`src/rtl/deb_pkg.sv`:
```
// Shared definitions for the push-button debouncer: FSM state encoding and
// default timing constants derived from the 100 MHz system clock.
package deb_pkg;

    typedef enum logic [1:0] {
        IDLE_LOW  = 2'd0,
        WAIT_HIGH = 2'd1,
        IDLE_HIGH = 2'd2,
        WAIT_LOW  = 2'd3
    } deb_state_e;

    localparam int unsigned CLK_HZ   = 100_000_000;
    localparam int unsigned DEB_10MS = CLK_HZ / 100;   // 10 ms
    localparam int unsigned LONG_2S  = 2 * CLK_HZ;     // 2 s

endpackage

```
`src/rtl/btn_debounce_if.sv`:
```
// Button bundle between pads and consumers.
//   btn_raw   : raw asynchronous pad levels (driven by master)
//   btn_level : debounced level (driven by slave)
//   btn_rise  : one-cycle pulse on level 0->1
//   btn_fall  : one-cycle pulse on level 1->0
//   btn_long  : one-cycle long-press pulse (0 unless BTN_LONG_PRESS_EN)
interface btn_debounce_if #(
    parameter int unsigned NUM_BTN = 4
);
    logic [NUM_BTN-1:0] btn_raw;
    logic [NUM_BTN-1:0] btn_level;
    logic [NUM_BTN-1:0] btn_rise;
    logic [NUM_BTN-1:0] btn_fall;
    logic [NUM_BTN-1:0] btn_long;

    modport master (
        output btn_raw,
        input  btn_level, btn_rise, btn_fall, btn_long
    );

    modport slave (
        input  btn_raw,
        output btn_level, btn_rise, btn_fall, btn_long
    );
endinterface

```
`src/rtl/btn_debounce_ch.sv`:
```
// One debounce channel: synchroniser, 4-state stability FSM, edge pulses and
// (with BTN_LONG_PRESS_EN defined) a saturating long-press detector.
//   clk100MHz, rst (async active-low)
//   btn_raw   : raw pad input
//   btn_level : debounced level
//   btn_rise / btn_fall / btn_long : one-cycle pulses
module btn_debounce_ch
    import deb_pkg::*;
#(
    parameter int unsigned DEBOUNCE_CYCLES   = DEB_10MS,
`ifdef BTN_LONG_PRESS_EN
    parameter int unsigned LONG_PRESS_CYCLES = LONG_2S,
`endif
    parameter int unsigned SYNC_STAGES       = 2
) (
    input  logic clk100MHz,
    input  logic rst,
    input  logic btn_raw,
    output logic btn_level,
    output logic btn_rise,
    output logic btn_fall,
    output logic btn_long
);

    localparam int unsigned CNT_W = $clog2(DEBOUNCE_CYCLES);
    localparam logic [CNT_W-1:0] CNT_LAST = CNT_W'(DEBOUNCE_CYCLES - 1);

    logic [SYNC_STAGES-1:0] sync_r;
    logic                   sync_q;

    deb_state_e             state_q, state_d;
    logic [CNT_W-1:0]       cnt_q, cnt_d;
    logic                   level_q, level_d;
    logic                   rise_q, rise_d;
    logic                   fall_q, fall_d;

    // Plain shift-register synchroniser; the last stage feeds the FSM.
    always_ff @(posedge clk100MHz or negedge rst) begin
        if (!rst) begin
            sync_r <= '0;
        end else begin
            sync_r <= {sync_r[SYNC_STAGES-2:0], btn_raw};
        end
    end

    assign sync_q = sync_r[SYNC_STAGES-1];

    // FSM and output registers.
    always_ff @(posedge clk100MHz or negedge rst) begin
        if (!rst) begin
            state_q <= IDLE_LOW;
            cnt_q   <= '0;
            level_q <= 1'b0;
            rise_q  <= 1'b0;
            fall_q  <= 1'b0;
        end else begin
            state_q <= state_d;
            cnt_q   <= cnt_d;
            level_q <= level_d;
            rise_q  <= rise_d;
            fall_q  <= fall_d;
        end
    end

    // Next state: any disagreement during a WAIT state drops back to the idle
    // state and clears the counter, so the counter never wraps.
    always_comb begin
        state_d = state_q;
        cnt_d   = cnt_q;
        level_d = level_q;
        rise_d  = 1'b0;
        fall_d  = 1'b0;
        case (state_q)
            IDLE_LOW: begin
                if (sync_q) begin
                    state_d = WAIT_HIGH;
                    cnt_d   = '0;
                end
            end
            WAIT_HIGH: begin
                if (!sync_q) begin
                    state_d = IDLE_LOW;
                    cnt_d   = '0;
                end else if (cnt_q == CNT_LAST) begin
                    state_d = IDLE_HIGH;
                    cnt_d   = '0;
                    level_d = 1'b1;
                    rise_d  = 1'b1;
                end else begin
                    cnt_d = cnt_q + CNT_W'(1);
                end
            end
            IDLE_HIGH: begin
                if (!sync_q) begin
                    state_d = WAIT_LOW;
                    cnt_d   = '0;
                end
            end
            WAIT_LOW: begin
                if (sync_q) begin
                    state_d = IDLE_HIGH;
                    cnt_d   = '0;
                end else if (cnt_q == CNT_LAST) begin
                    state_d = IDLE_LOW;
                    cnt_d   = '0;
                    level_d = 1'b0;
                    fall_d  = 1'b1;
                end else begin
                    cnt_d = cnt_q + CNT_W'(1);
                end
            end
            default: begin
                state_d = IDLE_LOW;
                cnt_d   = '0;
            end
        endcase
    end

    assign btn_level = level_q;
    assign btn_rise  = rise_q;
    assign btn_fall  = fall_q;

`ifdef BTN_LONG_PRESS_EN
    localparam int unsigned LONG_W = $clog2(LONG_PRESS_CYCLES);
    localparam logic [LONG_W-1:0] LONG_LAST = LONG_W'(LONG_PRESS_CYCLES - 1);

    logic [LONG_W-1:0] long_cnt_q, long_cnt_d;
    logic              long_done_q, long_done_d;
    logic              long_q, long_d;

    always_ff @(posedge clk100MHz or negedge rst) begin
        if (!rst) begin
            long_cnt_q  <= '0;
            long_done_q <= 1'b0;
            long_q      <= 1'b0;
        end else begin
            long_cnt_q  <= long_cnt_d;
            long_done_q <= long_done_d;
            long_q      <= long_d;
        end
    end

    // Counts only while settled high; the done flag survives a rejected
    // release glitch so one press yields at most one pulse.
    always_comb begin
        long_cnt_d  = long_cnt_q;
        long_done_d = long_done_q;
        long_d      = 1'b0;
        if (state_q == IDLE_HIGH) begin
            if (!long_done_q) begin
                if (long_cnt_q == LONG_LAST) begin
                    long_d      = 1'b1;
                    long_done_d = 1'b1;
                end else begin
                    long_cnt_d = long_cnt_q + LONG_W'(1);
                end
            end
        end else begin
            long_cnt_d = '0;
            if (state_q == IDLE_LOW) begin
                long_done_d = 1'b0;
            end
        end
    end

    assign btn_long = long_q;
`else
    assign btn_long = 1'b0;
`endif

endmodule

```
`src/rtl/btn_debounce.sv`:
```
// Push-button conditioning: NUM_BTN independent debounce channels.
// Optional long-press detection is enabled by defining BTN_LONG_PRESS_EN;
// otherwise btn_long is constant 0.
//   clk100MHz : system clock
//   rst       : asynchronous active-low reset
//   bus       : btn_debounce_if.slave (btn_raw in; level/rise/fall/long out)
module btn_debounce
    import deb_pkg::*;
#(
    parameter int unsigned NUM_BTN           = 4,
    parameter int unsigned DEBOUNCE_CYCLES   = DEB_10MS,
    parameter int unsigned SYNC_STAGES       = 2,
    parameter int unsigned LONG_PRESS_CYCLES = LONG_2S
) (
    input  logic           clk100MHz,
    input  logic           rst,
    btn_debounce_if.slave  bus
);

    logic [NUM_BTN-1:0] level;
    logic [NUM_BTN-1:0] rise;
    logic [NUM_BTN-1:0] fall;
    logic [NUM_BTN-1:0] long_p;

    // Reject parameter values the channel logic cannot support.
    if (DEBOUNCE_CYCLES < 2 || SYNC_STAGES < 2 || LONG_PRESS_CYCLES < 2) begin : g_param_err
        $error("btn_debounce: DEBOUNCE_CYCLES, SYNC_STAGES, LONG_PRESS_CYCLES must be >= 2");
    end

    for (genvar i = 0; i < int'(NUM_BTN); i++) begin : g_ch
        btn_debounce_ch #(
            .DEBOUNCE_CYCLES   (DEBOUNCE_CYCLES),
`ifdef BTN_LONG_PRESS_EN
            .LONG_PRESS_CYCLES (LONG_PRESS_CYCLES),
`endif
            .SYNC_STAGES       (SYNC_STAGES)
        ) u_ch (
            .clk100MHz (clk100MHz),
            .rst       (rst),
            .btn_raw   (bus.btn_raw[i]),
            .btn_level (level[i]),
            .btn_rise  (rise[i]),
            .btn_fall  (fall[i]),
            .btn_long  (long_p[i])
        );
    end

    assign bus.btn_level = level;
    assign bus.btn_rise  = rise;
    assign bus.btn_fall  = fall;
    assign bus.btn_long  = long_p;

endmodule

```
`src/flat_wrapper.sv`:
```
// flat-port wrapper written by rule: the top's interface ports become plain ports
module btn_debounce_flat import deb_pkg::*;
#(
    parameter int unsigned NUM_BTN           = 4,
    parameter int unsigned DEBOUNCE_CYCLES   = DEB_10MS,
    parameter int unsigned SYNC_STAGES       = 2,
    parameter int unsigned LONG_PRESS_CYCLES = LONG_2S
)
  (clk100MHz, rst, bus_btn_raw, bus_btn_level, bus_btn_rise, bus_btn_fall, bus_btn_long);
  btn_debounce_if #(.NUM_BTN(NUM_BTN)) bus_i ();
  input  logic clk100MHz;
  input  logic rst;
  input wire logic [$bits(bus_i.btn_raw)-1:0] bus_btn_raw;
  output wire logic [$bits(bus_i.btn_level)-1:0] bus_btn_level;
  output wire logic [$bits(bus_i.btn_rise)-1:0] bus_btn_rise;
  output wire logic [$bits(bus_i.btn_fall)-1:0] bus_btn_fall;
  output wire logic [$bits(bus_i.btn_long)-1:0] bus_btn_long;
  assign bus_i.btn_raw = bus_btn_raw;
  assign bus_btn_level = bus_i.btn_level;
  assign bus_btn_rise = bus_i.btn_rise;
  assign bus_btn_fall = bus_i.btn_fall;
  assign bus_btn_long = bus_i.btn_long;
  btn_debounce #(.NUM_BTN(NUM_BTN), .DEBOUNCE_CYCLES(DEBOUNCE_CYCLES), .SYNC_STAGES(SYNC_STAGES), .LONG_PRESS_CYCLES(LONG_PRESS_CYCLES)) u_core (.clk100MHz(clk100MHz), .rst(rst), .bus(bus_i));
endmodule
```
`config.mk`:
```
export PLATFORM = sky130hd
export DESIGN_NAME = btn_debounce_flat
export DESIGN_NICKNAME = d
export VERILOG_FILES = /design/src/rtl/deb_pkg.sv /design/src/rtl/btn_debounce_if.sv /design/src/rtl/btn_debounce_ch.sv /design/src/rtl/btn_debounce.sv /design/src/flat_wrapper.sv
export SDC_FILE = /design/constraint.sdc
export NUM_CORES = 1
export LEC_CHECK = 0
export CAP_MARGIN = 40
export CORE_MARGIN = 1
export CORE_UTILIZATION = 66
export DETAILED_ROUTE_END_ITERATION = 12
export HOLD_SLACK_MARGIN = 0.12
export PLACE_DENSITY = 0.85
export SYNTH_ARGS = -nofsm -noshare
export SYNTH_HDL_FRONTEND = slang
export SYNTH_SLANG_ARGS = --single-unit
```
`constraint.sdc`:
```
create_clock -name clk100MHz -period 5.85 [get_ports clk100MHz]
set_clock_uncertainty 0.2 [all_clocks]
set_input_delay 1.4625 -clock clk100MHz [delete_from_list [all_inputs] [get_ports clk100MHz]]
set_output_delay 1.4625 -clock clk100MHz [all_outputs]
set_load 0.02 [all_outputs]
```
==> key figures, run 1 <==
Timing
  • Worst max-slew margin expressed relative to the limit: 0.460
  • Crit share post-route: 0.524
  • Maximum achievable frequency: 0.326 GHz
  • Worst Max-Slew Pin Slew: 0.808 ns
  • Final Critical Period: 3.07 ns
  • Final count of pins violating max slew: 0
  • Tightest hold margin: 0.159 ns
  • Accumulated negative setup slack: 0 ns
  • Setup repair after global routing missed its margin: false
  • Number of failing hold endpoints at the final stage: 0
  • Setup violators final: 0

Route
  • Detailed router's first-iteration violation count: 160
  • First-pass iteration count of the detailed router: 5
  • DRC violation count after routing: 0
  • Routed wirelength normalized by instance count: 16.0 µm
  • Antenna Violating Nets Remaining: 0
  • Total routed wirelength: 11,400 µm
  • Via count normalized by instance count: 6.46
  • Vias: 4,620

Yosys
  • Number of synthesized flops with an enable pin: 0
  • Count of synthesis-stage warnings from yosys: 0
  • Yosys reg bits: 108
  • Synthesized-area fraction occupied by ao, oa, aoi and oai cells: 0.187
  • Post-synthesis instance area: 5680 µm²
  • Xor and xnor area share after synthesis: 0.0169
  • Post-synthesis instance total: 616
  • Fraction of the mapped netlist area in simple logic gates: 0.240
  • Average instance area after synthesis: 9.23 µm²
  • Synth Flop Type: sky130_fd_sc_hd__dfrtp_1
  • Combinational family with the most area after synthesis: simple AND/OR/NAND/NOR gates
  • Sequential share of the synthesized area: 0.475
  • Synth Area in Adders: 0.00880
  • Async SR Flop Fraction: 1.00
  • Fraction of synthesized area in multiplexers: 0.00991
  • Distinct cell type count of the synthesized netlist: 59

Setup path
  • Crit-path max FO: 3
  • Worst setup path class: reg -> out
  • Crit-path slowest cell: sky130_fd_sc_hd__clkdlybuf4s50_1
  • Crit-path max cell delay: 0.63 ns
  • Cell family with most CP delay: buffers and inverters
  • Data required, critical path: 4.19 ns
  • CP Data Arrival Time: 1.40 ns
  • Worst Setup Start Kind: flop
  • Kind of capture point of the worst setup path: output pin
  • CP cell instances: clkdlybuf4s50_1
  • Number of buffer and inverter instances along the worst setup path: 1

Clocking
  • Library cell used as clock root buffer: sky130_fd_sc_hd__clkbuf_8
  • Setup repair bufs after CTS: 0
  • Clock insertion delay at the later pin of the skew report: 0.37 ns
  • Register clock-pin slew on the reported worst setup and hold paths: 0.10 ns
  • Maximum level of the CTS H-tree: 3
  • Cts hold-fix bufs: 0
  • Deepest clock path buffer count: 2
  • CTS resizes: 0
  • Inserted Clock Buffers: 9
  • Clk sinks: 108
  • CTS tree: built

Power and ir drop
  • Highest ir drop seen on vdd: 0.000265 V
  • Power density cells: 325 nW/µm²
  • Reported leakage power: 2.51 nW
  • Final total power: 1.95 mW

Layout
  • Number of antenna diodes: 0
  • Layout cells sized above 1: 0.0689
  • Most common library cell in the layout ignoring fill and taps: sky130_fd_sc_hd__dfrtp_1
  • Most frequent cells in the layout: sky130_fd_sc_hd__dfrtp_1, sky130_fd_sc_hd__nand2_1, sky130_fd_sc_hd__a31oi_1, sky130_fd_sc_hd__nand3_1, sky130_fd_sc_hd__o21ai_0
  • Synth-to-layout area growth: 5.15%
  • Net count, final: 616
  • Layout filler cell count: 622

Floorplan
  • Core region area: 8260 µm²
  • IO Pins: 22
  • Die area: 8990 µm²
  • Floorplan row count: 33
  • Starting utilization of the core area: 0.688
  • Width of the die: 94.8 µm
  • Die H: 94.8 µm

GRT
  • GRT Total Usage: 0.280
  • GRT Residual Overflow: 0
  • Via count of the first global-routing pass: 4,354
  • Number of antenna violations at the first check in global routing: 0
  • Maximum number of pins on one net before global-route repair: 41
  • Wire length of the first global-routing pass: 19,800 µm

Placement
  • Detail Placement HPWL: 7750 µm
  • Routability congestion estimate from global placement: 0.839
  • Count of input and output buffers: 17

Run
  • Max-Cap Viols: 0

Status
  • Run status: complete, no violations

Worst hold path
  • HP Class: reg -> reg
worst paths after layout:
check | from | endpoint | slack, ns | cells past startpoint
min in group asynchronous | rst | u_core.g_ch[1].u_ch.cnt_q[5]$_DFFE_PN0P_ | 0.81 | 1
worst min-delay path | u_core.g_ch[2].u_ch.sync_r[0]$_DFF_PN0_ | u_core.g_ch[2].u_ch.sync_r[1]$_DFF_PN0_ | 0.16 | 0
worst max register to register | u_core.g_ch[1].u_ch.cnt_q[0]$_DFFE_PN0P_ | u_core.g_ch[1].u_ch.cnt_q[4]$_DFFE_PN0P_ | 3.20 | 7
max in group asynchronous | rst | u_core.g_ch[2].u_ch.btn_level$_DFFE_PN0P_ | 3.83 | 2
worst min register to register | u_core.g_ch[2].u_ch.sync_r[0]$_DFF_PN0_ | u_core.g_ch[2].u_ch.sync_r[1]$_DFF_PN0_ | 0.16 | 0
worst max-delay path | u_core.g_ch[1].u_ch.btn_level$_DFFE_PN0P_ | bus_btn_level[1] | 2.78 | 1
metal layers:
metal  track usage  wire length [µm]
met1         0.368              5200
met2         0.463              5550
met3        0.0548               469
met4        0.0985               199
met5             0                 0
cell usage after synthesis, drive strengths merged (2+ instances only):
master | instances | area (µm²)
a21o | 6 | 45.0
a21oi | 34 | 170
a22o | 11 | 96.3
a31o | 3 | 26.3
a31oi | 46 | 294
a41oi | 15 | 131
and2 | 3 | 18.8
and3 | 14 | 90.1
and4 | 8 | 71.3
and4b | 2 | 20.0
buf | 30 | 203
clkbuf | 17 | 75.1
dfrtp | 108 | 2700
ha | 4 | 50.1
inv | 19 | 71.3
mux2 | 2 | 26.3
mux2i | 3 | 30.0
nand2 | 68 | 263
nand2b | 10 | 62.6
nand3 | 44 | 220
nand3b | 2 | 15.0
nand4 | 18 | 113
nor2 | 36 | 135
nor2b | 2 | 12.5
nor3 | 14 | 70.1
nor3b | 2 | 15.0
nor4 | 12 | 103
nor4b | 4 | 35.0
nor4bb | 2 | 20.0
o21ai | 41 | 205
o2bb2ai | 2 | 17.5
o31a | 4 | 35.0
or2 | 2 | 12.5
or3 | 5 | 32.5
or4 | 3 | 27.5
xor2 | 11 | 96.3
logic make-up (layout without fill, tap and decap cells):
kind of cell,Yosys count,in the layout
AO/OA/AOI/OAI,167,167
multiplexers,5,5
XOR/XNOR,11,11
adder cells (fa/ha/maj),4,4
flip-flops,108,108
AND/OR/NAND/NOR,254,254
buffers and inverters,66,57
other,1,4
report_power, final:
part           switching, mW  total [mW]  leakage [nW]  internal (mW)
logic                  0.405       0.596         0.945          0.191
clock network          0.255       0.454        0.0931          0.198
registers             0.0864       0.896          1.47          0.809
flip-flops by register name, summed over array words and instances, names as in the netlist, named ones only:
name                        cells
u_core.g_ch.u_ch.btn_fall       4
u_core.g_ch.u_ch.sync_r         8
u_core.g_ch.u_ch.btn_rise       4
u_core.g_ch.u_ch.state_q        4
u_core.g_ch.u_ch.cnt_q         80
u_core.g_ch.u_ch.btn_level      4
cell type report:
class | instances | area [µm²] | share of cell area
Sequential cell | 108 | 2700 | 0.452
Multi-Input combinational cell | 445 | 2650 | 0.443
Timing Repair Buffer | 23 | 236 | 0.0396
Tap cell | 105 | 131 | 0.0220
Clock buffer | 10 | 128 | 0.0214
Inverter | 19 | 71.3 | 0.0119
Clock inverter | 5 | 60.1 | 0.0100
metrics by stage:
step	worst slack (ns)	area [µm²]	std cells	utilization
floorplan	3.59	5700	619	-
global placement	2.99	5740	697	0.695
detailed placement	3.21	5790	700	0.701
CTS	2.77	5980	715	0.724
global route	2.74	5980	715	0.724
finish	2.78	5980	715	0.724
No activity file was read; power rests on OpenSTA's default activity.
==> run 2, diff against run 1 <==
--- a/config.mk
+++ b/config.mk
@@ -7,10 +7,10 @@
 export LEC_CHECK = 0
 export CAP_MARGIN = 40
 export CORE_MARGIN = 1
-export CORE_UTILIZATION = 66
+export CORE_UTILIZATION = 55
 export DETAILED_ROUTE_END_ITERATION = 12
 export HOLD_SLACK_MARGIN = 0.12
-export PLACE_DENSITY = 0.85
+export PLACE_DENSITY = 0.76
 export SYNTH_ARGS = -nofsm -noshare
 export SYNTH_HDL_FRONTEND = slang
 export SYNTH_SLANG_ARGS = --single-unit
==> constraint.sdc (replaced) <==
create_clock -name clk100MHz -period 2.6 [get_ports clk100MHz]
set_clock_uncertainty 0.2 [all_clocks]
set_input_delay 0.65 -clock clk100MHz [delete_from_list [all_inputs] [get_ports clk100MHz]]
set_output_delay 0.65 -clock clk100MHz [all_outputs]
set_load 0.02 [all_outputs]
==> run 2 against run 1 <==
Compared with the run above:
- combinational power increased by 140%
- sequential power is 120% higher
- clock-buffer cell count up 1
- critical path type is now reg -> reg
- critical endpoint is now u_core.g_ch[3].u_ch.cnt_q[18]$_DFFE_PN0P_
==> key figures, run 2 (same netlist as run 1, synthesis figures left out) <==
Route
  • Via count normalized by instance count: 6.19 (-4.1%)
  • Vias: 4,695 (+1.6%)
  • Detailed router's first-iteration violation count: 198 (+24%)
  • Total routed wirelength: 11,600 µm (+1.6%)
  • Antenna Violating Nets Remaining: 0 (unchanged)
  • First-pass iteration count of the detailed router: 5 (unchanged)
  • DRC violation count after routing: 0 (unchanged)
  • Routed wirelength normalized by instance count: 15.3 µm (-4.2%)

Layout
  • Most frequent cells in the layout: sky130_fd_sc_hd__dfrtp_1, sky130_fd_sc_hd__nand2_1, sky130_fd_sc_hd__a31oi_1, sky130_fd_sc_hd__nand3_1, sky130_fd_sc_hd__o21ai_0
  • Net count, final: 630 (+2.3%)
  • Register bank with the most flops: u_core.g_ch.u_ch.cnt_q
  • Number of antenna diodes: 0 (unchanged)
  • Post-layout util: 0.618 (-0.106)
  • Layout cells sized above 1: 0.0912 (+0.0223)
  • Final cell area excluding filler cells: 6130 µm² (+2.5%)
  • Synth-to-layout area growth: 7.77%
  • Largest register FFs: 80 (unchanged)
  • Number of cells in the finished layout apart from fillers: 758 (+6.0%)
  • Most common library cell in the layout ignoring fill and taps: sky130_fd_sc_hd__dfrtp_1
  • Registers with the highest flip-flop counts: u_core.g_ch.u_ch.cnt_q x80, u_core.g_ch.u_ch.sync_r x8

Timing
  • Final count of pins violating max slew: 0 (unchanged)
  • Worst Max-Slew Pin Slew: 0.726 ns (-0.0824 ns)
  • Worst max-slew margin expressed relative to the limit: 0.514 (+0.0543)
  • Crit share post-route: 0.928
  • Accumulated negative setup slack: 0 ns (unchanged)
  • Maximum achievable frequency: 0.414 GHz
  • Tightest hold margin: 0.155 ns (-0.00390 ns)
  • Setup violators final: 0 (unchanged)
  • Number of failing hold endpoints at the final stage: 0 (unchanged)
  • Final Critical Period: 2.41 ns
  • Setup repair after global routing missed its margin: false

Setup path
  • Data required, critical path: 2.72 ns (-1.47 ns)
  • Crit-path max FO: 11 (+8)
  • Worst Setup Start Kind: flop
  • Worst setup path class: reg -> reg
  • CP Data Arrival Time: 2.53 ns (+1.13 ns)
  • Startpoint of the worst register-to-register path: u_core.g_ch[3].u_ch.cnt_q[0]$_DFFE_PN0P_
  • CP cell instances: ha_1 > and3_1 > and3_2 > a21o_2 > or4_2 > nand3_1
  • Crit-path max cell delay: 0.62 ns (about the same)
  • Count of cells along the worst register-to-register path: 6 (-1)
  • Reg-to-reg slack, setup: 0.19 ns (-3.01 ns)
  • Endpoint of the most critical register-to-register path: u_core.g_ch[3].u_ch.cnt_q[18]$_DFFE_PN0P_
  • Crit-path slowest cell: sky130_fd_sc_hd__or4_2
  • Kind of capture point of the worst setup path: flop

Clocking
  • Library cell used as clock root buffer: sky130_fd_sc_hd__clkbuf_8
  • Deepest clock path buffer count: 2 (unchanged)
  • Setup repair bufs after CTS: 0 (unchanged)
  • Inserted Clock Buffers: 9 (unchanged)
  • Clk sinks: 108 (unchanged)
  • Clock insertion delay at the later pin of the skew report: 0.38 ns (about the same)
  • Maximum level of the CTS H-tree: 3 (unchanged)
  • CTS tree: built
  • Register clock-pin slew on the reported worst setup and hold paths: 0.11 ns (about the same)

Status
  • Run status: complete, no violations

Placement
  • Detail Placement HPWL: 7900 µm (+1.9%)
  • Routability congestion estimate from global placement: 0.834 (-0.61%)
  • Post-placement cell area: 5930 µm² (+2.4%)
  • Count of input and output buffers: 17 (unchanged)
  • Cell count after placement: 741 (+5.9%)

GRT
  • Wire length of the first global-routing pass: 20,000 µm (+1.0%)
  • Via count of the first global-routing pass: 4,378 (+0.55%)
  • GRT Residual Overflow: 0 (unchanged)
  • Number of antenna violations at the first check in global routing: 0 (unchanged)
  • Maximum number of pins on one net before global-route repair: 40 (-2.4%)
  • GRT Total Usage: 0.226 (-0.0541)

Floorplan
  • Die area: 10,700 µm² (+20%)
  • Core region area: 9910 µm² (+20%)
  • Width of the die: 104 µm (+9.3%)
  • IO Pins: 22 (unchanged)
  • Floorplan row count: 36 (+9.1%)
  • Die H: 104 µm (+9.3%)
  • Starting utilization of the core area: 0.574 (-0.115)

Power and ir drop
  • Power density cells: 714 nW/µm² (+120%)
  • Reported leakage power: 2.59 nW (+3.3%)
  • Highest ir drop seen on vdd: 0.000486 V (+83%)

Run
  • Max-Cap Viols: 0 (unchanged)

Worst hold path
  • HP Class: reg -> reg
  • Number of cells on the worst hold path: 0 (unchanged)
  • Min-delay src: u_core.g_ch[2].u_ch.sync_r[0]$_DFF_PN0_
  • Worst Hold Endpoint: u_core.g_ch[2].u_ch.sync_r[1]$_DFF_PN0_
run 2: cell count changes in the layout (fill, tap and decap cells not counted), sizes merged:
cell         change
inv              -2
buf             +13
clkinv           +2
clkinvlp         +1
clkbuf           +1
bufinv           -1
dlygate4sd3      +1
run 2: what timing repair did:
action,in CTS,in global routing
endpoints found under the setup margin,0,3
resized for setup,0,2
hold buffers,1,0
hold endpoints to repair,31,0
run 2: cell type report:
class | instances | area [µm²]
Sequential cell | 108 | 2700
Inverter | 19 | 71.3
Timing Repair Buffer | 37 | 349
Fill cell | 831 | 3780
Clock inverter | 5 | 37.5
Tap cell | 133 | 166
Multi-Input combinational cell | 445 | 2660
Clock buffer | 11 | 141
run 2: report_power, final:
group / total (mW) / internal (mW) / switching, mW
clock network: 0.948 / 0.377 / 0.571
registers: 2.01 / 1.82 / 0.185
logic: 1.42 / 0.479 / 0.938
run 2: worst max-delay path by stage:
stage	depth (start not counted)	slack [ns]	endpoint	start
after global routing	7	0.01	u_core.g_ch[1].u_ch.cnt_q[19]$_DFFE_PN0P_	u_core.g_ch[1].u_ch.cnt_q[0]$_DFFE_PN0P_
after global placement	5	0.16	u_core.g_ch[3].u_ch.cnt_q[11]$_DFFE_PN0P_	u_core.g_ch[3].u_ch.cnt_q[10]$_DFFE_PN0P_
after CTS	5	0.13	u_core.g_ch[3].u_ch.cnt_q[7]$_DFFE_PN0P_	u_core.g_ch[3].u_ch.cnt_q[10]$_DFFE_PN0P_
final	6	0.19	u_core.g_ch[3].u_ch.cnt_q[18]$_DFFE_PN0P_	u_core.g_ch[3].u_ch.cnt_q[0]$_DFFE_PN0P_
after detailed placement	5	0.14	u_core.g_ch[3].u_ch.cnt_q[7]$_DFFE_PN0P_	u_core.g_ch[3].u_ch.cnt_q[10]$_DFFE_PN0P_
after floorplan	7	0.34	u_core.g_ch[3].u_ch.cnt_q[18]$_DFFE_PN0P_	u_core.g_ch[3].u_ch.cnt_q[0]$_DFFE_PN0P_
run 2: layer usage:
metal  global-route usage  part of all wire  vias up
met5                    0                 0        -
met4               0.0867             0.013        0
met3               0.0478             0.041       15
met2                0.359              0.49      100
met1                0.305              0.46     2302
li1                     -                 -     2278
run 2: metrics by stage:
| stage | worst slack [ns] | power, mW |
|---|---|---|
| final | 0.186 | 4.37 |
| after global routing | 0.0115 | 4.67 |
| after CTS | 0.131 | 4.39 |
| after detailed placement | 0.136 | 3.44 |
| after global placement | 0.164 | 3.36 |
| after floorplan | 0.343 | 3.09 |
run 2: critical path: cells and delay by family (launching register included):
family,cells,cell delay (ns)
adder cells (fa/ha/maj),1,0.24
AO/OA/AOI/OAI,1,0.29
AND/OR/NAND/NOR,4,1.19
flip-flops,1,0.43
==> run 3, diff against run 2 <==
--- a/config.mk
+++ b/config.mk
@@ -5,12 +5,13 @@
 export SDC_FILE = /design/constraint.sdc
 export NUM_CORES = 1
 export LEC_CHECK = 0
+export ABC_AREA = 1
 export CAP_MARGIN = 40
 export CORE_MARGIN = 1
-export CORE_UTILIZATION = 55
+export CORE_UTILIZATION = 56
 export DETAILED_ROUTE_END_ITERATION = 12
 export HOLD_SLACK_MARGIN = 0.12
-export PLACE_DENSITY = 0.76
+export PLACE_DENSITY = 0.77
 export SYNTH_ARGS = -nofsm -noshare
 export SYNTH_HDL_FRONTEND = slang
 export SYNTH_SLANG_ARGS = --single-unit
==> run 3 against run 2 <==
Compared with the run above:
- wire length rose by 7.6%
- die area is 6.1% higher
- clock-buffer cell count shrank 1
- via count grew 12%
- final area is 6.8% higher
- largest power group unchanged
- highest routed layer unchanged
==> key figures, run 3 <==
Status
  • Run status: complete, no violations

Worst hold path
  • Worst Hold Endpoint: u_core.g_ch[1].u_ch.sync_r[1]$_DFF_PN0_
  • Min-delay src: u_core.g_ch[1].u_ch.sync_r[0]$_DFF_PN0_
  • Number of cells on the worst hold path: 0 (unchanged)
  • HP Class: reg -> reg

Clocking
  • Clk sinks: 108 (unchanged)
  • Setup repair bufs after CTS: 0 (unchanged)
  • CTS resizes: 0 (unchanged)
  • Register clock-pin slew on the reported worst setup and hold paths: 0.09 ns (-0.02 ns)
  • Clock insertion delay at the later pin of the skew report: 0.38 ns (about the same)
  • Maximum level of the CTS H-tree: 3 (unchanged)
  • CTS tree: built
  • Library cell used as clock root buffer: sky130_fd_sc_hd__clkbuf_8
  • Inserted Clock Buffers: 9 (unchanged)
  • Deepest clock path buffer count: 2 (unchanged)

Layout
  • Number of antenna diodes: 0 (unchanged)
  • Registers with the highest flip-flop counts: u_core.g_ch.u_ch.cnt_q x80, u_core.g_ch.u_ch.sync_r x8
  • Synth-to-layout area growth: 6.43%
  • Net count, final: 850 (+35%)
  • Register bank with the most flops: u_core.g_ch.u_ch.cnt_q
  • Number of cells in the finished layout apart from fillers: 979 (+29%)
  • Most common library cell in the layout ignoring fill and taps: sky130_fd_sc_hd__nand2_1
  • Largest register FFs: 80 (unchanged)
  • Layout cells sized above 1: 0.0652 (-0.0260)
  • Most frequent cells in the layout: sky130_fd_sc_hd__nand2_1, sky130_fd_sc_hd__nor2_1, sky130_fd_sc_hd__dfrtp_1, sky130_fd_sc_hd__inv_1, sky130_fd_sc_hd__nand3_1
  • Final cell area excluding filler cells: 6540 µm² (+6.8%)

Yosys
  • Cell types occupying the most area after synthesis: sky130_fd_sc_hd__dfrtp_1, sky130_fd_sc_hd__nand2_1, sky130_fd_sc_hd__nor2_1, sky130_fd_sc_hd__inv_1, sky130_fd_sc_hd__nand3_1
  • Sequential share of the synthesized area: 0.440 (-0.0358)
  • Top cells by count, synth: sky130_fd_sc_hd__nand2_1, sky130_fd_sc_hd__nor2_1, sky130_fd_sc_hd__dfrtp_1
  • Average instance area after synthesis: 7.40 µm² (-20%)
  • Most numerous cell in the Yosys netlist: sky130_fd_sc_hd__nand2_1
  • Synthesized-area fraction occupied by ao, oa, aoi and oai cells: 0.0653 (-0.122)
  • Post-synthesis instance area: 6150 µm² (+8.1%)
  • Synth Area in Adders: 0.00814 (-0.000663)
  • Largest area contributor in the synthesized netlist: sky130_fd_sc_hd__dfrtp_1
  • Synth Flop Type: sky130_fd_sc_hd__dfrtp_1
  • Count of synthesis-stage warnings from yosys: 0 (unchanged)
  • Post-synthesis instance total: 831 (+35%)
  • Top-area cell type share of the netlist area: 0.440 (-0.0358)
  • Combinational family with the most area after synthesis: simple AND/OR/NAND/NOR gates
  • Async SR Flop Fraction: 1.00 (unchanged)
  • Yosys reg bits: 108 (unchanged)
  • Distinct cell type count of the synthesized netlist: 32 (-46%)
  • Xor and xnor area share after synthesis: 0.0356 (+0.0187)
  • Fraction of synthesized area in multiplexers: 0 (-0.00991)
  • Number of synthesized flops with an enable pin: 0 (unchanged)
  • Fraction of the mapped netlist area in simple logic gates: 0.353 (+0.113)

Floorplan
  • Die H: 107 µm (+3.0%)
  • Width of the die: 107 µm (+3.0%)
  • Core region area: 10,500 µm² (+5.6%)
  • IO Pins: 22 (unchanged)
  • Floorplan row count: 37 (+2.8%)
  • Starting utilization of the core area: 0.588 (+0.0139)
  • Die area: 11,400 µm² (+6.1%)

Power and ir drop
  • Power density cells: 607 nW/µm² (-15%)
  • Highest ir drop seen on vdd: 0.000459 V (-5.7%)
  • Final total power: 3.97 mW (-9.1%)
  • Reported leakage power: 2.96 nW (+14%)

Timing
  • Setup violators final: 0 (unchanged)
  • Number of failing hold endpoints at the final stage: 0 (unchanged)
  • Tightest hold margin: 0.155 ns (+0.000139 ns)
  • Setup repair after global routing missed its margin: false
  • Maximum achievable frequency: 0.453 GHz (+9.3%)
  • Final count of pins violating max slew: 0 (unchanged)
  • Crit share post-route: 0.850 (-0.0789)
  • Worst max-slew margin expressed relative to the limit: 0.662 (+0.147)
  • Worst Max-Slew Pin Slew: 0.507 ns (-0.219 ns)
  • Accumulated negative setup slack: 0 ns (unchanged)
  • Final Critical Period: 2.21 ns (-0.205 ns)

Setup path
  • Count of cells along the worst register-to-register path: 8 (+2)
  • Data required, critical path: 1.75 ns (-0.97 ns)
  • CP cell instances: clkdlybuf4s50_1
  • Reg-to-reg slack, setup: 0.51 ns (+0.32 ns)
  • Number of buffer and inverter instances along the worst setup path: 1 (+1)
  • Worst setup path class: reg -> out
  • Crit-path slowest cell: sky130_fd_sc_hd__clkdlybuf4s50_1
  • Crit-path max cell delay: 0.62 ns (about the same)
  • Worst Setup Start Kind: flop
  • CP Data Arrival Time: 1.36 ns (-1.17 ns)
  • Kind of capture point of the worst setup path: output pin
  • Crit-path max FO: 2 (-9)
  • Endpoint of the most critical register-to-register path: u_core.g_ch[3].u_ch.cnt_q[10]$_DFFE_PN0P_
  • Cell family with most CP delay: buffers and inverters
  • Startpoint of the worst register-to-register path: u_core.g_ch[3].u_ch.cnt_q[0]$_DFFE_PN0P_

GRT
  • Fraction of met3 tracks used by global routing: 0.0535 (+0.00567)
  • Maximum number of pins on one net before global-route repair: 52 (+30%)
  • Via count of the first global-routing pass: 4,844 (+11%)
  • Most congested layer reported by global routing: met2
  • Number of antenna violations at the first check in global routing: 0 (unchanged)
  • Met2 Use GR: 0.390 (+0.0308)
  • Met1 demand-to-capacity share in global routing: 0.312 (+0.00736)
  • Wire length of the first global-routing pass: 21,600 µm (+8.2%)
  • GRT Total Usage: 0.236 (+0.0103)
  • GRT Residual Overflow: 0 (unchanged)

Run
  • Max-Cap Viols: 0 (unchanged)

Placement
  • Post-placement cell area: 6340 µm² (+7.0%)
  • Count of input and output buffers: 17 (unchanged)
  • Routability congestion estimate from global placement: 0.935 (+12%)
  • Cell count after placement: 964 (+30%)
  • Detail Placement HPWL: 9150 µm (+16%)

Route
  • Total routed wirelength: 12,500 µm (+7.6%)
  • Via count normalized by instance count: 5.37 (-13%)
  • DRC violation count after routing: 0 (unchanged)
  • Antenna Violating Nets Remaining: 0 (unchanged)
  • First-pass iteration count of the detailed router: 7 (+2)
  • Routed wirelength normalized by instance count: 12.7 µm (-17%)
  • Vias: 5,259 (+12%)
  • Detailed router's first-iteration violation count: 357 (+80%)
## run 3: cell type report
| class | count | area, µm² |
|---|---|---|
| Timing Repair Buffer | 21 | 213 |
| Inverter | 110 | 413 |
| Sequential cell | 108 | 2700 |
| Tap cell | 136 | 170 |
| Fill cell | 896 | 3920 |
| Multi-Input combinational cell | 590 | 2860 |
| Clock inverter | 4 | 51.3 |
| Clock buffer | 10 | 138 |
## run 3: timing repair
item | in CTS | in global routing
hold buffers | 1 | 0
endpoints found under the hold margin | 22 | 0
endpoints found under the setup margin | 0 | 0
## run 3: worst max path at each step
stage                                              startpoint                                         to  slack (ns)  cells after the start
detailed placement   u_core.g_ch[3].u_ch.cnt_q[0]$_DFFE_PN0P_  u_core.g_ch[3].u_ch.cnt_q[10]$_DFFE_PN0P_        0.56                      8
finish              u_core.g_ch[2].u_ch.btn_level$_DFFE_PN0P_                           bus_btn_level[2]        0.39                      1
global route         u_core.g_ch[3].u_ch.cnt_q[0]$_DFFE_PN0P_  u_core.g_ch[3].u_ch.cnt_q[10]$_DFFE_PN0P_        0.34                      8
CTS                 u_core.g_ch[2].u_ch.btn_level$_DFFE_PN0P_                           bus_btn_level[2]        0.38                      1
floorplan            u_core.g_ch[1].u_ch.cnt_q[0]$_DFFE_PN0P_  u_core.g_ch[1].u_ch.cnt_q[10]$_DFFE_PN0P_        0.91                      9
global placement     u_core.g_ch[3].u_ch.cnt_q[0]$_DFFE_PN0P_  u_core.g_ch[3].u_ch.cnt_q[10]$_DFFE_PN0P_        0.70                      8
## run 3: kinds of logic (layout without fill, tap and decap cells)
kind of cell,Yosys count,count (layout)
XOR/XNOR,25,25
other,1,4
AO/OA/AOI/OAI,73,73
flip-flops,108,108
buffers and inverters,136,145
adder cells (fa/ha/maj),4,4
AND/OR/NAND/NOR,484,484
## run 3: layer usage
| metal | part of all wire | wire length (µm) | vias to the layer above |
|---|---|---|---|
| li1 | - | - | 2660 |
| met1 | 0.46 | 5760 | 2431 |
| met2 | 0.47 | 5910 | 143 |
| met3 | 0.050 | 618 | 25 |
| met4 | 0.016 | 194 | 0 |
| met5 | 0 | 0 | - |
## run 3: through the flow
stage	utilization	setup slack, ns
after global placement	0.606	0.703
after CTS	0.625	0.377
after floorplan	-	0.906
after detailed placement	0.606	0.558
after global routing	0.625	0.335
final	0.625	0.391
## run 3: power by group
part	total, mW	leakage (nW)	switching (mW)	internal (mW)
Combinational	1.00	1.39	0.752	0.253
Clock	1.02	0.0942	0.557	0.461
Sequential	1.95	1.47	0.146	1.81
Total	3.97	2.96	1.46	2.52
==> patch 1 (flow settings as in run 1) <==
Build with the macro `BTN_LONG_PRESS_EN` defined.
--- a/src/rtl/btn_debounce_ch.sv
+++ b/src/rtl/btn_debounce_ch.sv
@@ -5,4 +5,6 @@
 //   btn_level : debounced level
 //   btn_rise / btn_fall / btn_long : one-cycle pulses
+`define BTN_LONG_PRESS_EN
+
 module btn_debounce_ch
     import deb_pkg::*;
Function: same outputs for any inputs over 10 cycles, from zero or initial values and one cycle with rst low; that may be too few to reach the edited logic, so the function may still have changed.
==> patch 1 against run 1 <==
The run now ends with design-rule violations left. Wire length is 130% higher. Total power is 64% higher. Cell area is 120% higher. Worst setup slack worse by 0.13 ns. Critical path depth stayed put. Cell count is 120% higher. Non-clock buffer count is 11 higher. Register-to-register slack worse by 0.31 ns. Synthesized area is 120% higher. Clock power grew to 3.3 times the old value. Sequential cell count is 120 higher. Via count is 130% higher. Critical endpoint is now bus_btn_level[0].
==> patch 1: results (changes against run 1) <==
Status
The final reports fail on design-rule violations. The run finished, with violations left.

Synthesis
The number of register bits inferred by synthesis is 228 (+110%). The post-synthesis area per instance is 9.15 sq um (-0.89%). After synthesis, the cell types taking the most area are dfrtp_1, nand2_1, a21oi_1.

Counting instances in the post-synthesis netlist gives the leading cell types as dfrtp_1, nand2_1, a21oi_1.

Cells and area
The filler cell count is 1,312 (+110%). The number of signal-net buffers in the layout is 34 (+48%). The share of post-route cells with drive strength above 1 was 6.13% (-0.75 points). The flip-flop count of the largest register, all copies and words added is 112 (+40%). The number of standard cells in the layout, taps in and fillers out came to 1,566 (+120%). The non-clock buffer contribution to total cell area is 2.68% (-1.3 points). The net count of the finished layout was 1,338 (+120%).

Place
The number of cells after detailed placement is 1,526 (+120%). The count of input and output buffers is 21 (+4). The detailed-placement wirelength estimate is 16,800 microns (+120%).

Power
The internal power is 2.49 mW (+110%). The share of power burned in registers is 50.3% (+4.2 points). The static leakage is 5.33 nW (+110%). The worst IR drop on VDD is 0.000233 V (-12%).

Routing
The met3 layer wire length in the routed design came to 1230 microns (+160%). The total DRC errors in the routed layout came to 4 (+4). The via density per instance is 6.65 (+2.9%). The met2 wire length is 13,200 microns (+140%).

The routed length per placed instance is 16.8 microns (+5.0%).

Worst setup path
The critical register-to-register path startpoint is u_core.g_ch[3].u_ch.state_q[0]$_DFFE_PN0P_.

Clock network
The tree is rooted in a clkbuf_16. The CTS H-tree depth is 1 (-2). The clock-pin slew on the worst setup and hold paths came to 0.06 ns (-0.04 ns). The maximum count of clock buffers along a single path came to 3 (+1).

Timing
The worst-case setup margin in the final layout came to 2.65 ns (-0.132 ns). The slew at the pin closest to its max-slew limit was 0.966 ns (+0.158 ns). The final worst hold slack is 0.150 ns (-0.00861 ns).

GRT
The number of global-route vias before repair is 9,745 (+120%). The wire length of the first global-routing pass is 45,700 microns (+130%). The global-route met3 utilization is 3.36% (-2.1 points).

Min path
The hold path startpoint is u_core.g_ch[3].u_ch.sync_r[0]$_DFF_PN0_.
-- patch 1: changes by cell type in the layout (fill, tap and decap cells not counted), moves of 24 or more --
cell / before / now
nand2_1: 67 / 157
or3_1: 4 / 36
o31ai_1: 1 / 25
nand4_1: 18 / 52
nand3_1: 44 / 77
a21oi_1: 33 / 92
or4_1: 1 / 32
dfrtp_1: 108 / 228
nor2_1: 36 / 80
clkbuf_16: 0 / 25
-- patch 1: metrics by stage --
| step | util [%] | power, mW |
|---|---|---|
| floorplan | - | 1.68 |
| global placement | 68.6 | 1.73 |
| detailed placement | 69.2 | 1.73 |
| CTS | 73.4 | 3.22 |
| global route | 73.4 | 3.30 |
| finish | 73.4 | 3.19 |
-- patch 1: cells by family after synthesis --
family                   count (synthesis)  synth area share (%)
AND/OR/NAND/NOR                        631                  28.6
adder cells (fa/ha/maj)                  8                 0.817
XOR/XNOR                                32                  2.29
flip-flops                             228                  46.6
buffers and inverters                  102                  3.97
AO/OA/AOI/OAI                          318                  16.0
multiplexers                            20                  1.68
==> patch 2 (flow settings as in run 1) <==
Without the edit above. The 4 states of `deb_state_e` get a Gray code encoding in 2 bits.
--- a/src/rtl/deb_pkg.sv
+++ b/src/rtl/deb_pkg.sv
@@ -4,8 +4,8 @@
 
     typedef enum logic [1:0] {
-        IDLE_LOW  = 2'd0,
-        WAIT_HIGH = 2'd1,
-        IDLE_HIGH = 2'd2,
-        WAIT_LOW  = 2'd3
+        IDLE_LOW  = 2'b00,
+        WAIT_HIGH = 2'b01,
+        IDLE_HIGH = 2'b11,
+        WAIT_LOW  = 2'b10
     } deb_state_e;
 
Formal check against the unedited RTL: no difference found for any inputs over 10 cycles, from zero or initial values and one cycle with rst low; not proved beyond that.
==> patch 2 against run 1 <==
Wire length up 16%. Worst setup slack lost 0.052 ns. Synthesized area increased by 12%. Cell count up 17%. Die area increased by 11%. Total power up 10%. Cell area increased by 12%. Sequential cell count did not move. Sequential share of layout area decreased by 4.8 points. Register-to-register slack got worse by 0.47 ns.
==> patch 2: results (changes against run 1) <==
Status
The run finished with clean final reports.

Routing
The iteration count of the initial detailed-routing pass is 4 (-1). The DRC marker count from the first detailed-route iteration is 292 (+83%). The number of antenna-violating nets in the routed design is 0 (unchanged). The number of vias after detailed routing is 5,380 (+16%). The routed length per placed instance is 15.8 microns (-1.0%).

Cells and area
The filler cell count is 697 (+12%). The net count of the finished layout was 730 (+19%). The number of standard cells in the layout, taps in and fillers out is 838 (+17%). The share of post-route cells with drive strength above 1 is 5.64% (-1.2 points). The number of inserted diodes is 0 (unchanged). The largest registers in the layout are u_core.g_ch.u_ch.cnt_q: 80 flops, u_core.g_ch.u_ch.state_q: 8 flops, u_core.g_ch.u_ch.sync_r: 8 flops.

Place
The total placed instance area is 6500 sq um (+12%). The count of input and output buffers came to 17 (unchanged). The post-placement setup slack was 2.77 ns (-0.438 ns). The detailed-placement wirelength estimate is 9200 microns (+19%). The final RePlAce weighted congestion is 0.919 (+9.6%). The number of cells after detailed placement is 822 (+17%).

Synthesis
The share of async-settable or async-resettable flops after synthesis was 100% (unchanged). For this run, the leading register cell type out of synthesis is dfrtp_1. The commonest cells after synthesis are dfrtp_1, nand2_1, o21ai_0. The post-synthesis area per instance is 8.89 sq um (-3.7%). The count of different cell masters after synthesis is 67 (+14%). The number of warning messages in the yosys log is 0 (unchanged). By area the synthesized netlist is led by dfrtp_1, ha_1, nand2_1. The sequential cell area fraction in the yosys report came to 42.6% (-5.0 points).

Power
The static leakage is 2.74 nW (+9.3%). The internal power is 1.25 mW (+4.0%). The worst IR drop on VDD is 0.000205 V (-23%).

Clock network
The maximum count of clock buffers along a single path is 2 (unchanged). The CTS H-tree depth came to 3 (unchanged). The clock-pin slew on the worst setup and hold paths is 0.09 ns. The tree is rooted in a clkbuf_8. The number of setup buffers added after CTS is 0 (unchanged). The count of instances resized after the clock tree is built was 0 (unchanged). The clock reaches the later pin of the worst-skew pair after about 0.38 ns.

The number of buffers added by the clock tree synthesis step was 9 (unchanged).

GRT
The number of antenna violations at the first check in global routing came to 0 (unchanged). The wire length of the first global-routing pass is 22,800 microns (+15%). The global-route usage over all layers came to 28.3% (+0.33 points). The largest net degree at the start of global routing came to 49 (+20%). The number of global-route vias before repair is 5,191 (+19%).

Min path
The path class of the tightest hold or removal check is flip-flop to flip-flop. The worst hold path begins at u_core.g_ch[1].u_ch.sync_r[0]$_DFF_PN0_.

Worst setup path
The biggest fanout along the worst timing path was 21 (+18). The worst path arrival time came to 3.22 ns (+1.82 ns). The origin of the worst setup path is u_core.g_ch[1].u_ch.state_q[0]$_DFFE_PN0P_.

Timing
The remaining max-slew budget at the tightest pin was 40.6% (-5.4 points).
## patch 2: cell count changes in the layout (fill, tap and decap cells not counted), moves of 9 or more
cell | run 1 | this run
xor2_1 | 11 | 0
a41oi_1 | 15 | 1
or3_1 | 4 | 24
ha_1 | 4 | 20
o21a_1 | 0 | 18
o311ai_0 | 0 | 9
a21oi_1 | 33 | 42
inv_1 | 19 | 42
a31oi_1 | 45 | 22
a22o_1 | 11 | 2
## patch 2: critical path: stages, from the launching register on
cell     delay, ns
dfrtp_1       0.41
inv_1         0.08
ha_1          0.23
mux2i_1       0.66
nand2_1       0.63
or4_1         0.66
a31oi_1       0.17
## patch 2: cells by family after synthesis
| kind of cell | after synthesis | share of synthesized area (%) |
|---|---|---|
| AO/OA/AOI/OAI | 178 | 17.8 |
| adder cells (fa/ha/maj) | 20 | 3.94 |
| buffers and inverters | 88 | 6.35 |
| flip-flops | 108 | 42.6 |
| multiplexers | 15 | 2.58 |
| other | 1 | 0.0591 |
| AND/OR/NAND/NOR | 304 | 26.6 |
## patch 2: final cells by class
class | instances | area [sq um] | area share (%)
multi-input combinational | 521 | 3250 | 48.7
sequential | 108 | 2700 | 40.4
timing repair buffer | 22 | 229 | 3.43
tap | 129 | 161 | 2.42
inverter | 42 | 158 | 2.36
clock buffer | 12 | 145 | 2.17
clock inverter | 4 | 32.5 | 0.487
## patch 2: final timing paths
| path | slack [ns] | depth (start not counted) | endpoint |
|---|---|---|---|
| setup / recovery | 2.73 | 6 | u_core.g_ch[1].u_ch.cnt_q[11]$_DFFE_PN0P_ |
| hold / removal | 0.16 | 0 | u_core.g_ch[1].u_ch.sync_r[1]$_DFF_PN0_ |
| setup reg to reg | 2.73 | 6 | u_core.g_ch[1].u_ch.cnt_q[11]$_DFFE_PN0P_ |
| hold reg to reg | 0.16 | 0 | u_core.g_ch[1].u_ch.sync_r[1]$_DFF_PN0_ |
| max in group asynchronous | 3.61 | 3 | u_core.g_ch[0].u_ch.cnt_q[8]$_DFFE_PN0P_ |
| min in group asynchronous | 0.76 | 1 | u_core.g_ch[2].u_ch.cnt_q[9]$_DFFE_PN0P_ |
## patch 2: power by group through the flow
| stage | sequential, mW | clock, mW | combinational, mW |
|---|---|---|---|
| 2_1_floorplan | 0.839 | 0 | 0.686 |
| 3_3_place_gp | 0.848 | 0 | 0.808 |
| 3_5_place_dp | 0.853 | 0 | 0.860 |
| 4_1_cts | 0.839 | 0.435 | 0.864 |
| 5_1_grt | 0.847 | 0.468 | 0.978 |
| 6_report | 0.840 | 0.425 | 0.875 |
## patch 2: layer usage
layer	up-vias	part of all wire [%]	track usage (%)
met2	190	48	46.0
met5	-	0	0
met4	0	1.9	11.9
li1	2579	-	-
met3	35	5.9	6.27
met1	2576	44	37.0
